[config.mk]
export PLATFORM = sky130hd
export DESIGN_NAME = serial_adder
export DESIGN_NICKNAME = d
export VERILOG_FILES = /design/src/rtl/serial_adder_pkg.sv /design/src/rtl/serial_adder_digit_adder.sv /design/src/rtl/serial_adder.sv
export SDC_FILE = /design/constraint.sdc
export NUM_CORES = 1
export LEC_CHECK = 0
export BUFFER_PORTS_ARGS = -buffer_cell sky130_fd_sc_hd__buf_4
export CELL_PAD_IN_SITES_DETAIL_PLACEMENT = 1
export CELL_PAD_IN_SITES_GLOBAL_PLACEMENT = 2
export CORE_ASPECT_RATIO = 0.75
export CORE_MARGIN = 2
export CORE_UTILIZATION = 38
export CTS_CLUSTER_DIAMETER = 40
export DETAILED_ROUTE_END_ITERATION = 8
export PLACE_DENSITY = 0.82
export SETUP_SLACK_MARGIN = 0.1
export SLEW_MARGIN = 20
export SYNTH_ARGS = -nofsm -noshare
export SYNTH_HDL_FRONTEND = slang
export SYNTH_HIERARCHICAL = 1
export SYNTH_SLANG_ARGS = --single-unit
[constraint.sdc]
create_clock -name clk -period 2.73 [get_ports clk]
set_input_delay 0.273 -clock clk [delete_from_list [all_inputs] [get_ports clk]]
set_output_delay 0.273 -clock clk [all_outputs]
set_load 0.02 [all_outputs]
[src/rtl/serial_adder_pkg.sv]
// Shared types and helpers for the digit-serial adder.
package serial_adder_pkg;

  typedef enum logic [1:0] {
    IDLE,
    RUN,
    DONE
  } state_e;

  // Width of the digit counter; at least one bit even for a single-digit build.
  function automatic int count_w(input int ndig);
    return (ndig > 1) ? $clog2(ndig) : 1;
  endfunction

endpackage

[src/rtl/serial_adder_digit_adder.sv]
// Full-adder cell and the DIGIT-bit ripple adder built from it.
// o_cmsb is the carry entering the top bit of the digit, used for signed overflow.
module full_adder (
  input  logic i_a,
  input  logic i_b,
  input  logic i_c,
  output logic o_s,
  output logic o_c
);
  assign o_s = i_a ^ i_b ^ i_c;
  assign o_c = (i_a & i_b) | (i_c & (i_a ^ i_b));
endmodule

module digit_adder
  import serial_adder_pkg::*;
#(
  parameter int DIGIT = 1
) (
  input  logic [DIGIT-1:0] i_a,
  input  logic [DIGIT-1:0] i_b,
  input  logic             i_cin,
  output logic [DIGIT-1:0] o_sum,
  output logic             o_cout,
  output logic             o_cmsb
);
  logic [DIGIT:0] w_c;

  assign w_c[0] = i_cin;

  for (genvar g = 0; g < DIGIT; g++) begin : g_fa
    full_adder u_fa (
      .i_a (i_a[g]),
      .i_b (i_b[g]),
      .i_c (w_c[g]),
      .o_s (o_sum[g]),
      .o_c (w_c[g+1])
    );
  end

  assign o_cout = w_c[DIGIT];
  assign o_cmsb = w_c[DIGIT-1];
endmodule

[src/rtl/serial_adder.sv]
// Digit-serial WIDTH-bit adder, DIGIT bits per clock, LSB first, valid/ready on both sides.
// Define SERIAL_ADDER_SUB_EN to let `sub` select a - b; otherwise `sub` is ignored.
module serial_adder
  import serial_adder_pkg::*;
#(
  parameter int WIDTH = 32,
  parameter int DIGIT = 1
) (
  input  logic             clk,
  input  logic             rst_n,
  input  logic             in_valid,
  output logic             in_ready,
  input  logic [WIDTH-1:0] a,
  input  logic [WIDTH-1:0] b,
  input  logic             cin,
  input  logic             sub,
  output logic             out_valid,
  input  logic             out_ready,
  output logic [WIDTH-1:0] sum,
  output logic             cout,
  output logic             ovf
);
  localparam int NDIG = WIDTH / DIGIT;
  localparam int CW   = count_w(NDIG);

  if ((WIDTH % DIGIT) != 0 || WIDTH < 2) begin : g_bad_cfg
    $error("serial_adder: WIDTH must be >= 2 and a multiple of DIGIT");
  end

  state_e           r_state;
  logic [CW-1:0]    r_cnt;
  logic [WIDTH-1:0] r_a;
  logic [WIDTH-1:0] r_b;
  logic [WIDTH-1:0] r_acc;
  logic             r_carry;
  logic [WIDTH-1:0] r_sum;
  logic             r_cout;
  logic             r_ovf;

  logic [DIGIT-1:0] w_dsum;
  logic             w_dcout;
  logic             w_dcmsb;
  logic [WIDTH-1:0] w_acc_next;
  logic             w_last;
  logic [WIDTH-1:0] w_b_load;
  logic             w_c_load;

`ifdef SERIAL_ADDER_SUB_EN
  assign w_b_load = sub ? ~b : b;
  assign w_c_load = sub ? 1'b1 : cin;
`else
  logic w_unused_sub;
  assign w_unused_sub = sub;
  assign w_b_load     = b;
  assign w_c_load     = cin;
`endif

  digit_adder #(.DIGIT(DIGIT)) u_digit (
    .i_a    (r_a[DIGIT-1:0]),
    .i_b    (r_b[DIGIT-1:0]),
    .i_cin  (r_carry),
    .o_sum  (w_dsum),
    .o_cout (w_dcout),
    .o_cmsb (w_dcmsb)
  );

  // New digit enters at the MSB end so the finished word lands in place after NDIG shifts.
  assign w_acc_next = (r_acc >> DIGIT) | (WIDTH'(w_dsum) << (WIDTH - DIGIT));
  assign w_last     = (r_cnt == CW'(NDIG - 1));

  always_ff @(posedge clk or negedge rst_n) begin
    if (!rst_n) begin
      r_state <= IDLE;
      r_cnt   <= '0;
      r_a     <= '0;
      r_b     <= '0;
      r_acc   <= '0;
      r_carry <= 1'b0;
      r_sum   <= '0;
      r_cout  <= 1'b0;
      r_ovf   <= 1'b0;
    end else begin
      case (r_state)
        IDLE: begin
          if (in_valid) begin
            r_a     <= a;
            r_b     <= w_b_load;
            r_carry <= w_c_load;
            r_cnt   <= '0;
            r_state <= RUN;
          end
        end
        RUN: begin
          r_a     <= r_a >> DIGIT;
          r_b     <= r_b >> DIGIT;
          r_carry <= w_dcout;
          r_acc   <= w_acc_next;
          r_cnt   <= r_cnt + CW'(1);
          if (w_last) begin
            r_sum   <= w_acc_next;
            r_cout  <= w_dcout;
            r_ovf   <= w_dcout ^ w_dcmsb;
            r_state <= DONE;
          end
        end
        DONE: begin
          if (out_ready) r_state <= IDLE;
        end
        default: r_state <= IDLE;
      endcase
    end
  end

  assign in_ready  = (r_state == IDLE);
  assign out_valid = (r_state == DONE);
  assign sum       = r_sum;
  assign cout      = r_cout;
  assign ovf       = r_ovf;
endmodule

==> impl_results.md <==
* Status: finished clean
* Clock Tree Buf Depth at 2
* Worst skew pair latency at about 0.41 ns
* Yosys cell types at 31
* Post-Layout Inst Area at roughly 7400 µm²
* Final core utilization at about 50%
* Asr flop ratio synth at between 90% and 100%
* Total global-route track usage at 18.48%
* Top-count cell post-synth: nand2_1
* Initial core utilization at around two fifths
* Number of synthesized flops with an enable pin at 0
* Mapped Area at ~5800 µm²
* Synth-to-layout area growth at 27.12%
* Crit-path cells: buf_4 -> nor2_1 -> buf_4
* Leakage at ~3.6 nW
* Register area share after synthesis at just under 60%
* Nets at between 700 and 800
* Hold Path Class: in2reg
* Slowest CP cell: dfrtp_2
* Largest net degree at the start of global routing at ~80
* Die Width at 146.7 µm
* Reg clk slew, reported paths at 0.06 ns
* Setup Buffers After CTS at 0
* Ranking of synthesized cells by area: dfrtp_1 (59%), nand2_1 (10%), a22oi_1 (8.1%)
* Fmax at between 0.4 and 0.5 GHz
* Post-DP HPWL at approximately 9.1 mm
* Detailed Route WL at between 10 and 15 mm
* VDD IR max at 473.9 µV
* GR Overflow Total at 0
* Syn_area_per_cell at between 10 and 15 µm²
* Post_cts resized at 0
* Final Max Slew Viols at 0
* Synth top cells by count: nand2_1 (157), dfrtp_1 (137), a22oi_1 (63)
* FP Rows at 39
* H-tree Lvls at 4
* Total CTS buffers at 17
* Cells after Synth at ~540
* First drt pass iteration count at 5
* Main synth FF type: dfrtp_1
* Final hold slack at 0.05891 ns
* Synth top area share at 59.06%
* Clock Skew at between 0.007 and 0.008 ns
* Crit-path max FO at 28
* Initial antenna violation count at 0
* Final setup violation count at 0
* Vias in the first global route at 4590
* Relative slew slack at between 50% and 60%
* Detailed-route via count at 4259
* Fin Setup TNS at 0 ns
* Synth area leader: dfrtp_1
* Max-Cap Viols at 0
* Placed instance area at 6769 µm²
* RSZ-0062 raised after global routing: false
* Clock tree sinks at roughly 140
* CTS tree: yes
* Synthesis-stage register bit count at 137
* Die area at 16290 µm²
* Fillers at 1622
* WS Path Type: reg2out
* Die H at 111.0 µm
* Starting DRT DRC Count at between 200 and 300
* Net count after synthesis at around 600
* Yosys Warn Count at 6
* Measured slew at the worst slew-check pin at 0.7292 ns
* Routed Antenna Nets at 0
* Core box area at roughly 15000 µm²
* Port-buffer cells at roughly 100
* N_diodes at 0
* Hold Vio Cnt, Final at 0
* # IOs at roughly 110
* Setup crit start kind: flip-flop
* WP data required at around 2.5 ns
* Pwr Total at 0.007818 W
* Power Density at 1060 nW/µm²
* Worst setup EP type: output port
* Tmin final at slightly above 2 ns
* Routability Congestion at between 0.7 and 0.8
* Vias per cell at between 5 and 6
* First-pass GRT wire length at about 24 mm
* Multi-input logic area at 2138 µm²
* Crit share post-route at 75.27%
* CTS Root Cell: clkbuf_16
* Arr. time, crit path at approximately 1.8 ns
* Avg WL per Cell at ~17 µm
* CP dominant cell by count: buf_4
* CP max stage delay at roughly 0.70 ns
* Layout cells sized above 1 at around 28%
* Seq. cell area at 3431 µm²
* DRC at 0
==> layout make-up <==
cell class,count,share of cell area [%]
clock inverters,8,1.594
clock buffers,24,6.529
well taps,205,3.476
inverters,3,0.1526
repair buffers,118,12.77
multi-input cells,354,28.98
flip-flops and latches,137,46.50
==> repair_timing <==
item / in CTS / in global routing
hold buffers: 1 / 0
hold endpoints to repair: 74 / 0
setup endpoints to repair: 0 / 0
==> critical path, delay by kind of cell (launching register included) <==
family	cells	cell delay (ns)
buf+inv	2	0.58
flops	1	0.70
simple gates	1	0.09
==> flip-flops by register name (all words and copies together), names as in the netlist <==
signal   flops
r_acc       31
cout         1
r_b         32
ovf          1
sum         32
r_a         32
r_state      2
r_cnt        5
r_carry      1
==> routing by layer <==
metal	up-vias	track usage (%)	part of all wire [%]
li1	2028	-	-
met1	2148	25.07	48
met2	72	29.48	48
met3	11	3.868	3.2
met4	0	6.731	0.93
met5	-	0	0
==> power by group <==
part	internal, W	total (W)	leakage [nW]	switching, W
logic	0.00103	0.00216	1.52	0.00113
clock network	0.00150	0.00233	0.294	0.000828
registers	0.00279	0.00333	1.81	0.000537
total	0.00533	0.00782	3.62	0.00249
==> stage by stage <==
step,instances,setup WS (ns)
4_1_cts,849,0.6450
5_1_grt,849,0.5582
6_report,849,0.6750
3_3_place_gp,816,0.8341
2_1_floorplan,536,0.9487
3_5_place_dp,816,0.7874
==> final timing paths <==
| check | end | start | slack [ns] | cells after the start |
|---|---|---|---|---|
| worst max-delay path | in_ready | r_state[0] | 0.68 | 3 |
| worst min-delay path | r_state[1] | out_ready | 0.06 | 2 |
| worst max register to register | sum[0] | r_cnt[0] | 0.78 | 6 |
| worst min register to register | r_a[22] | r_a[22] | 0.48 | 2 |
| max in group asynchronous | r_a[27] | rst_n | 1.56 | 3 |
| min in group asynchronous | r_a[16] | rst_n | 0.47 | 2 |
==> cell usage in the layout (no fill, tap or decap), types with 3 or more instances in the layout <==
cell type / instances
nand2_1: 157
dfrtp_1: 135
buf_4: 112
a22oi_1: 63
o21ai_0: 46
mux2_4: 27
o21ai_1: 22
clkbuf_16: 17
a21oi_1: 7
nor2b_1: 6
mux2_2: 6
clkbuf_1: 4
clkinv_2: 4
buf_12: 4
inv_1: 3
clkbuf_8: 3
bufinv_16: 3
==> cells by family (layout without fill, tap and decap cells) <==
group                    count (synthesis)  after routing  share of synthesized area, %
AO/OA/AOI/OAI                          144            144                         15.52
XOR/XNOR                                 1              1                        0.1509
adder cells (fa/ha/maj)                  3              3                        0.7760
buffers and inverters                   45            153                         4.354
flip-flops                             137            137                         59.06
multiplexers                            33             33                         8.148
AND/OR/NAND/NOR                        173            173                         11.99
Note: power is estimated with default switching activity, not from simulation.
